File: config.mk
export PLATFORM = sky130hd
export DESIGN_NAME = bure_stage_mem
export DESIGN_NICKNAME = d
export VERILOG_FILES = /design/src/rtl/bure_pkg.sv /design/src/rtl/bure_lsu_align.sv /design/src/rtl/bure_stage_mem.sv
export SDC_FILE = /design/constraint.sdc
export NUM_CORES = 1
export LEC_CHECK = 0
export CAP_MARGIN = 10
export CORE_UTILIZATION = 49
export DETAILED_ROUTE_END_ITERATION = 8
export GPL_TIMING_DRIVEN = 0
export PLACE_DENSITY = 0.86
export RECOVER_POWER = 50
export SYNTH_ARGS = -nofsm -noshare
export SYNTH_HDL_FRONTEND = slang
export SYNTH_SLANG_ARGS = --single-unit
File: constraint.sdc
create_clock -name i_clk -period 9.4 [get_ports i_clk]
set_input_delay 1.88 -clock i_clk [delete_from_list [all_inputs] [get_ports i_clk]]
set_output_delay 1.88 -clock i_clk [all_outputs]
set_load 0.005 [all_outputs]
File: src/rtl/bure_pkg.sv
// bure_pkg: shared definitions for the memory stage.
//   - funct3 encodings for load/store access size and sign
//   - mem_state_t: memory-stage FSM state
//   - mem_fault(): decides whether a memory op is illegal or misaligned
package bure_pkg;

   localparam logic [2:0] F3_B  = 3'b000;
   localparam logic [2:0] F3_H  = 3'b001;
   localparam logic [2:0] F3_W  = 3'b010;
   localparam logic [2:0] F3_BU = 3'b100;
   localparam logic [2:0] F3_HU = 3'b101;

   typedef enum logic [1:0] {
      ST_IDLE       = 2'd0,
      ST_REQ        = 2'd1,
      ST_WAIT_RDATA = 2'd2
   } mem_state_t;

   // Unsigned variants exist only for loads, so a store using them is illegal.
   function automatic logic mem_fault(input logic       is_store,
                                      input logic [2:0] funct3,
                                      input logic [1:0] addr_lo);
      logic f;
      case (funct3)
         F3_B:    f = 1'b0;
         F3_H:    f = addr_lo[0];
         F3_W:    f = |addr_lo;
         F3_BU:   f = is_store;
         F3_HU:   f = is_store | addr_lo[0];
         default: f = 1'b1;
      endcase
      return f;
   endfunction

endpackage

File: src/rtl/bure_lsu_align.sv
// bure_lsu_align: combinational lane steering for the data bus.
//   funct3     in  3   access size/sign
//   addr_lo    in  2   byte offset within the word
//   store_data in  32  raw store operand
//   rdata      in  32  word returned by the bus
//   be         out 4   byte enables
//   wdata      out 32  store data replicated across lanes
//   load_data  out 32  addressed byte/half, sign- or zero-extended
module bure_lsu_align
   import bure_pkg::*;
(
   input  logic [2:0]  funct3,
   input  logic [1:0]  addr_lo,
   input  logic [31:0] store_data,
   input  logic [31:0] rdata,
   output logic [3:0]  be,
   output logic [31:0] wdata,
   output logic [31:0] load_data
);

   logic [7:0]  byte_sel;
   logic [15:0] half_sel;

   always_comb begin
      byte_sel = rdata[{addr_lo, 3'b000} +: 8];
      half_sel = rdata[{addr_lo[1], 4'b0000} +: 16];

      case (funct3[1:0])
         2'b00: begin
            be    = 4'b0001 << addr_lo;
            wdata = {4{store_data[7:0]}};
         end
         2'b01: begin
            be    = 4'b0011 << addr_lo;
            wdata = {2{store_data[15:0]}};
         end
         default: begin
            be    = 4'b1111;
            wdata = store_data;
         end
      endcase

      case (funct3)
         F3_B:    load_data = {{24{byte_sel[7]}}, byte_sel};
         F3_H:    load_data = {{16{half_sel[15]}}, half_sel};
         F3_BU:   load_data = {24'd0, byte_sel};
         F3_HU:   load_data = {16'd0, half_sel};
         default: load_data = rdata;
      endcase
   end

endmodule

File: src/rtl/bure_stage_mem.sv
// bure_stage_mem: memory stage between EX and writeback.
//   i_clk, i_rst        clock, async active-high reset
//   i_ex_* / o_ex_ready EX result handshake and fields
//   o_dmem_* / i_dmem_* data bus request/grant and read-data return
//   o_wb_*              one-cycle writeback pulse with data, rd, we, fault
//
// state       | meaning
// ST_IDLE     | ready for an EX result; non-memory and faulting ops retire here
// ST_REQ      | bus request held until grant
// ST_WAIT_RDATA | load granted, waiting for read data
module bure_stage_mem
   import bure_pkg::*;
#(
   parameter int DATA_WIDTH = 32,
   parameter int ADDR_WIDTH = 32
) (
   input  logic                  i_clk,
   input  logic                  i_rst,

   input  logic                  i_ex_valid,
   output logic                  o_ex_ready,
   input  logic [DATA_WIDTH-1:0] i_ex_alu_data,
   input  logic [DATA_WIDTH-1:0] i_ex_rs2_data,
   input  logic [4:0]            i_ex_rd_addr,
   input  logic                  i_ex_rd_we,
   input  logic                  i_ex_is_load,
   input  logic                  i_ex_is_store,
   input  logic [2:0]            i_ex_funct3,

   output logic                  o_dmem_req,
   input  logic                  i_dmem_gnt,
   output logic                  o_dmem_we,
   output logic [ADDR_WIDTH-1:0] o_dmem_addr,
   output logic [3:0]            o_dmem_be,
   output logic [DATA_WIDTH-1:0] o_dmem_wdata,
   input  logic                  i_dmem_rvalid,
   input  logic [DATA_WIDTH-1:0] i_dmem_rdata,

   output logic                  o_wb_valid,
   output logic [4:0]            o_wb_rd_addr,
   output logic                  o_wb_we,
   output logic [DATA_WIDTH-1:0] o_wb_data,
   output logic                  o_wb_fault
);

   mem_state_t            state;
   logic [DATA_WIDTH-1:0] addr_q;
   logic [DATA_WIDTH-1:0] rs2_q;
   logic                  rd_we_q;
   logic                  is_store_q;
   logic [2:0]            funct3_q;

   logic [3:0]            be_c;
   logic [31:0]           wdata_c;
   logic [31:0]           load_data_c;

   logic                  ex_is_mem;
   logic                  ex_fault;

   assign ex_is_mem = i_ex_is_load | i_ex_is_store;
   assign ex_fault  = mem_fault(i_ex_is_store, i_ex_funct3, i_ex_alu_data[1:0]);

   // Lane steering works from the captured fields so the bus stays stable while REQ waits.
   bure_lsu_align u_align (
      .funct3     (funct3_q),
      .addr_lo    (addr_q[1:0]),
      .store_data (rs2_q),
      .rdata      (i_dmem_rdata),
      .be         (be_c),
      .wdata      (wdata_c),
      .load_data  (load_data_c)
   );

   assign o_ex_ready   = (state == ST_IDLE);
   assign o_dmem_req   = (state == ST_REQ);
   assign o_dmem_we    = (state == ST_REQ) & is_store_q;
   assign o_dmem_be    = (state == ST_REQ) ? be_c : 4'b0000;
   assign o_dmem_addr  = ADDR_WIDTH'({addr_q[31:2], 2'b00});
   assign o_dmem_wdata = wdata_c;

   always_ff @(posedge i_clk or posedge i_rst) begin
      if (i_rst) begin
         state        <= ST_IDLE;
         addr_q       <= '0;
         rs2_q        <= '0;
         rd_we_q      <= 1'b0;
         is_store_q   <= 1'b0;
         funct3_q     <= 3'b000;
         o_wb_valid   <= 1'b0;
         o_wb_rd_addr <= 5'd0;
         o_wb_we      <= 1'b0;
         o_wb_data    <= '0;
         o_wb_fault   <= 1'b0;
      end else begin
         o_wb_valid <= 1'b0;
         o_wb_we    <= 1'b0;
         o_wb_fault <= 1'b0;

         case (state)
            ST_IDLE: begin
               if (i_ex_valid) begin
                  addr_q       <= i_ex_alu_data;
                  rs2_q        <= i_ex_rs2_data;
                  rd_we_q      <= i_ex_rd_we;
                  is_store_q   <= i_ex_is_store;
                  funct3_q     <= i_ex_funct3;
                  o_wb_rd_addr <= i_ex_rd_addr;
                  if (!ex_is_mem) begin
                     o_wb_valid <= 1'b1;
                     o_wb_we    <= i_ex_rd_we;
                     o_wb_data  <= i_ex_alu_data;
                  end else if (ex_fault) begin
                     o_wb_valid <= 1'b1;
                     o_wb_fault <= 1'b1;
                     o_wb_data  <= '0;
                  end else begin
                     state <= ST_REQ;
                  end
               end
            end

            ST_REQ: begin
               // Read data is only looked at from WAIT_RDATA onward, so an
               // rvalid coincident with gnt is dropped.
               if (i_dmem_gnt) begin
                  if (is_store_q) begin
                     state      <= ST_IDLE;
                     o_wb_valid <= 1'b1;
                     o_wb_data  <= '0;
                  end else begin
                     state <= ST_WAIT_RDATA;
                  end
               end
            end

            ST_WAIT_RDATA: begin
               if (i_dmem_rvalid) begin
                  state      <= ST_IDLE;
                  o_wb_valid <= 1'b1;
                  o_wb_we    <= rd_we_q;
                  o_wb_data  <= load_data_c;
               end
            end

            default: state <= ST_IDLE;
         endcase
      end
   end

endmodule

==> impl_metrics.toml, run 1 <==
[outcome]
status = "finished with violations"
violations_in_the_final_reports = "capacitance limit, slew limit"

[layout]
areaGrowthSynthToFinish_pct = 45.6
stdcell_area_mm2 = 0.00889
layoutNonFillerInstCount = 925
multi_input_area_mm2 = 0.00282
final-seq-area_mm2 = 0.00278
diodes = 0
utilization_pct = 73.7
final_nets = 868
drive_gt1_share_pct = 24.6
layout.filler_cells = 851

[floorplanning]
die-height_um = 114
fp.dieArea_mm2 = 0.0129
core_mm2 = 0.0121
floorplan.initialDensity_pct = 50.6
floorplan.rows = 40
floorplan.die.width_um = 114
number_of_placed_i_o_pins = 223

[sta]
setup_viol = 0
max_slew_margin_pct = -39.1
max_clock_freq_ghz = 0.208
final.setup.tns_ps = 0
setup_repair_after_global_routing_missed_its_margin = "no"
clock_skew_ps = 7.09
finalHoldViolations = 0
finalWorstPathRequiredPeriod_ps = 4800
fin_ws_ps = 4600
final_max_slew_viol_count = 45
timing_worst_slew_pin_value_ps = 2070
finalCritPeriodShare_pct = 51.1
hold-worst-slack_ps = 492

[placed_design]
hpwlAfterDp_um = 14500
portBuffers = 220
preCtsSetupSlack_ps = 4990
post-place-cells = 909
finalWeightedCongestion = 0.883
postPlaceCellArea_mm2 = 0.00855

[global_route]
maximum_number_of_pins_on_one_net_before_global_route_repair = 68
wire_length_of_the_first_global_routing_pass_um = 29100
antenna_violations_before_repair = 0
first_global_vias = 5593
grt_overflow = 0
grt.total_usage_pct = 29.7

[power]
finalPower_mw = 3.08
power.density_mw_per_mm2 = 347
cellLeakagePower_nw = 3.73
vdd_drop_max_uv = 232

[synth]
syn-cell-area_mm2 = 0.00611
ys_types = 51
synth_most_common_cell = "sky130_fd_sc_hd__dfrtp_1"
yosys_warnings = 0
synthDominantCellAreaShare_pct = 45.5
post_synth_inst_count = 519
synth_seq_cells = 111
async_flop_share_pct = 100
postSynthAreaPerCell_um2 = 11.8
synth_enable_flop_cells = 0
yosysTopAreaCell = "sky130_fd_sc_hd__dfrtp_1"
dominantRegCellSynth = "sky130_fd_sc_hd__dfrtp_1"
post_synth_main_area_contributors = "sky130_fd_sc_hd__dfrtp_1 (45%), sky130_fd_sc_hd__mux2_2 (17%), sky130_fd_sc_hd__buf_4 (4.9%), sky130_fd_sc_hd__mux2_4 (3.4%), sky130_fd_sc_hd__a32o_1 (2.6%)"
synth_sequential_area_ratio_pct = 45.5
post_synth_most_frequent_cells = "sky130_fd_sc_hd__dfrtp_1 (111), sky130_fd_sc_hd__mux2_2 (91), sky130_fd_sc_hd__buf_4 (40), sky130_fd_sc_hd__nand2_1 (31), sky130_fd_sc_hd__clkbuf_1 (24)"

[route]
wirelength_um = 18700
dr.pass1.iters = 5
detailroute.via_count = 5203
wl_per_cell_um = 20.2
dr.first_iter.drc_count = 322
antenna_violating_nets_post_route = 0
detail_route.vias_per_cell = 5.62
drc = 0

[setup_path]
cp.required_ps = 7520
cp.arrival_ps = 2920
timing.setup.critical_path_class = "reg -> out"
crit-reg2reg-launch = "state[1]"
timing.reg2reg.worst_path_depth = 8
reg2reg_slack_ps = 6980
critPathMaxFanout = 10
worstSetupEndpointType = "output port"
regToRegEndpoint = "o_wb_data[23]"
setup.worst_path.start_class = "flip-flop"

[clock_tree]
clockRootBuffer = "sky130_fd_sc_hd__clkbuf_16"
clk_pin_slew_worst_paths_ps = 70
tritoncts_num_sinks = 111
post_cts_hold_buffer_count = 0
clk-insertion-delay-late_ps = 340
cts_tree = "built"
cts-resized-gates = 0
ctsLongestPathBuffers = 2
cts_setup_buffers = 0
tritoncts.num_buffers = 9
cts_htree_levels = 3

[worst_hold_path]
hold_start = "rd_we_q"
worstHoldEndpoint = "rd_we_q"
hold_path.class = "reg -> reg"
hold_depth = 2

[run]
cap_violations = 1
[where the power goes]
| part | internal [mW] | switching (mW) | leakage, nW |
|---|---|---|---|
| Sequential | 0.720 | 0.157 | 1.35 |
| Combinational | 1.04 | 0.729 | 2.22 |
| Clock | 0.268 | 0.169 | 0.164 |
[final cells by class]
type                       instances  share of cell area, %
clock buffer                      13                   2.81
sequential                       111                   31.2
multi-input combinational        324                   31.7
clock inverter                     3                   1.01
inverter                           9                  0.394
timing repair buffer             221                   25.1
buffer                            76                   5.40
tap                              168                   2.36
[worst max-delay path, cell delays in order (launching register included)]
cell and delay, ps:
sky130_fd_sc_hd__dfrtp_1 390, sky130_fd_sc_hd__clkbuf_1 370, sky130_fd_sc_hd__buf_2 310, sky130_fd_sc_hd__buf_2 320
sky130_fd_sc_hd__clkbuf_1 390, sky130_fd_sc_hd__nand2_1 100, sky130_fd_sc_hd__o21ai_0 120, sky130_fd_sc_hd__clkdlybuf4s50_1 580
[worst max-delay path by stage]
stage	from	to	cells past startpoint	slack (ps)
after global placement	i_rst	addr_q[26]	2	3050
after global routing	funct3_q[0]	o_dmem_be[3]	6	4450
final	funct3_q[1]	o_dmem_wdata[27]	7	4600
after CTS	funct3_q[1]	o_dmem_wdata[27]	7	4610
after floorplan	i_rst	addr_q[0]	1	4590
after detailed placement	funct3_q[1]	o_dmem_wdata[27]	7	4990
[cell families (layout without fill, tap and decap cells)]
kind of cell,Yosys count,after routing,synth area share (%)
buf+inv,85,322,8.42
fa+ha+maj,4,4,0.820
flops,111,111,45.5
mux,119,119,22.8
compound gates,96,96,13.2
simple gates,103,103,9.18
other cells,1,2,0.0614
[flip-flops by register name (all words and copies together) (netlist names)]
register and cells:
o_wb_data 32, o_wb_valid 1, rd_we_q 1, o_wb_fault 1, o_wb_rd_addr 5, o_wb_we 1
rs2_q 32, state 2, addr_q 32, is_store_q 1, funct3_q 3
[layer usage]
metal | part of all wire (%) | vias up | track usage [%]
met5 | 0 | - | 0
met4 | 4.3 | 0 | 16.6
met3 | 7.3 | 52 | 6.00
met2 | 50 | 254 | 51.9
met1 | 39 | 2571 | 33.9
li1 | - | 2326 | -
[layout by cell type (no fill, tap or decap), drive strengths merged, types with 2 or more instances in the layout]
cell             n
mux2           106
nor4             2
o2111ai          4
a222oi           5
clkdlybuf4s50  170
nand4            4
nand2           31
nor2b           10
o221ai           6
nand3            6
nor3             3
mux2i           12
o211ai           3
dfrtp          111
buf             53
a2111o           3
o22ai            2
or3              4
a31oi           24
a21oi            4
ha               4
o21ai           13
nand2b          21
dlygate4sd3     50
o21a             3
o22a             4
conb             2
inv              8
and2             6
nor2            10
a21boi           2
clkbuf          37
bufinv           3
and4b            3
a32o            16
Note: power is estimated with default switching activity, not from simulation.
==> run 2, diff against run 1 <==
CORE_UTILIZATION = 41   (was 49)
PLACE_DENSITY = 0.77   (was 0.86)
clock period = 4.4 ns   (was 9.4 ns; I/O delays follow)
==> impl_metrics.toml, run 2 (synthesis results as in run 1) <==
[setup_path]
regToRegEndpoint = "o_wb_data[23]"
timing.reg2reg.worst_path_depth = 8
cp.arrival_ps = 2960
worstSetupEndpointType = "output port"
cp.required_ps = 3520
setup.worst_path.start = "funct3_q[0]"
setup.worst_path.start_class = "flip-flop"
crit-reg2reg-launch = "state[1]"
timing.setup.critical_path_class = "reg -> out"
reg2reg_slack_ps = 1950
worst_setup_path_endpoint = "o_dmem_be[3]"
critPathMaxFanout = 10

[sta]
finalHoldViolations = 0
max_slew_margin_pct = -42.6
setup_repair_after_global_routing_missed_its_margin = "no"
timing_worst_slew_pin_value_ps = 2130
clock_skew_ps = 6.00
hold-worst-slack_ps = 500
setup_viol = 0
fin_ws_ps = 564
finalCritPeriodShare_pct = 87.2
finalWorstPathRequiredPeriod_ps = 3840
max_clock_freq_ghz = 0.261
final.setup.tns_ps = 0
final_max_slew_viol_count = 45

[layout]
drive_gt1_share_pct = 24.6
final_common_cell = "sky130_fd_sc_hd__clkdlybuf4s50_1"
utilization_pct = 61.1
final_nets = 868
biggestRegsByFlops = "addr_q: 32 flops, o_wb_data: 32 flops, rs2_q: 32 flops"
layoutNonFillerInstCount = 941
layout.cells.most_common_list = "sky130_fd_sc_hd__clkdlybuf4s50_1 (170), sky130_fd_sc_hd__dfrtp_1 (111), sky130_fd_sc_hd__mux2_2 (91)"
layout.filler_cells = 1179
areaGrowthSynthToFinish_pct = 45.4
diodes = 0

[global_route]
grtUsageMet2_pct = 41.7
grt.total_usage_pct = 24.8
gr-max-usage-layer = "met2"
grtUsageMet1_pct = 30.0
first_global_vias = 5289
wire_length_of_the_first_global_routing_pass_um = 28500
maximum_number_of_pins_on_one_net_before_global_route_repair = 68
grt_overflow = 0
groute.layer.met3.usage_pct = 5.59
antenna_violations_before_repair = 0

[clock_tree]
tritoncts.num_buffers = 9
cts_tree = "built"
clockRootBuffer = "sky130_fd_sc_hd__clkbuf_16"
ctsLongestPathBuffers = 2
cts-resized-gates = 0
clk_pin_slew_worst_paths_ps = 70
post_cts_hold_buffer_count = 0
clk-insertion-delay-late_ps = 350
cts_htree_levels = 3
cts_setup_buffers = 0
tritoncts_num_sinks = 111

[route]
dr.first_iter.drc_count = 364
drc = 0
wl_per_cell_um = 20.2
dr.pass1.iters = 5
antenna_violating_nets_post_route = 0
detailroute.via_count = 5157
wirelength_um = 19000
detail_route.vias_per_cell = 5.48

[power]
vdd_drop_max_uv = 388
power.density_mw_per_mm2 = 734
cellLeakagePower_nw = 3.71

[outcome]
status = "finished with violations"
violations_in_the_final_reports = "capacitance limit, slew limit"

[placed_design]
post-place-cells = 925
hpwlAfterDp_um = 14700
preCtsSetupSlack_ps = 981
portBuffers = 220
finalWeightedCongestion = 0.910

[floorplanning]
floorplan.rows = 44
number_of_placed_i_o_pins = 223
fp.dieArea_mm2 = 0.0154
core_mm2 = 0.0145
floorplan.initialDensity_pct = 42.0
floorplan.die.width_um = 124
die-height_um = 124

[run]
cap_violations = 1

[worst_hold_path]
hold_path.class = "reg -> reg"
[run 2: cell types whose count changed in the layout (fill, tap and decap cells not counted), sizes merged]
cell / change
clkbuf: -1
bufinv: -1
clkinv: +2
[run 2: stage by stage]
step | area (um2) | power [mW]
6_report | 8880 | 6.51
3_3_place_gp | 8540 | 5.63
3_5_place_dp | 8570 | 5.75
4_1_cts | 8880 | 6.64
5_1_grt | 8880 | 6.93
2_1_floorplan | 6110 | 3.92
[run 2: power breakdown]
part | total (mW) | internal [mW] | switching (mW)
sequential | 1.88 | 1.54 | 0.340
combinational | 3.77 | 2.22 | 1.55
clock | 0.863 | 0.498 | 0.364
total | 6.51 | 4.26 | 2.26
[run 2: worst min-delay path by stage]
stage	start	endpoint	slack (ps)	cells after the start
finish	o_wb_rd_addr[4]	o_wb_rd_addr[4]	500	1
global route	rd_we_q	rd_we_q	510	2
CTS	rd_we_q	rd_we_q	500	2
detailed placement	rd_we_q	rd_we_q	480	2
global placement	rd_we_q	rd_we_q	470	2
floorplan	rd_we_q	rd_we_q	450	2
[run 2: cell type report]
| cell class | count | area (um2) | share of cell area [%] |
|---|---|---|---|
| buffer | 76 | 480 | 5.41 |
| clock buffer | 12 | 236 | 2.66 |
| clock inverter | 4 | 70.1 | 0.789 |
| inverter | 9 | 35.0 | 0.395 |
| multi-input combinational | 324 | 2820 | 31.8 |
| sequential | 111 | 2780 | 31.3 |
| tap | 184 | 230 | 2.59 |
| timing repair buffer | 221 | 2230 | 25.1 |
[run 2: worst max-delay path, cell delays in order, from the launching register on]
cell	delay [ps]
sky130_fd_sc_hd__dfrtp_1	500
sky130_fd_sc_hd__clkbuf_1	330
sky130_fd_sc_hd__clkbuf_1	420
sky130_fd_sc_hd__buf_2	400
sky130_fd_sc_hd__o21ai_0	130
sky130_fd_sc_hd__a21boi_0	210
sky130_fd_sc_hd__clkdlybuf4s50_1	610
[run 2: metal layers]
layer  routed length [um]  share of wire, %
met5                    0                 0
met1                 7610                40
met3                 1610               8.5
met2                 9100                48
met4                  666               3.5
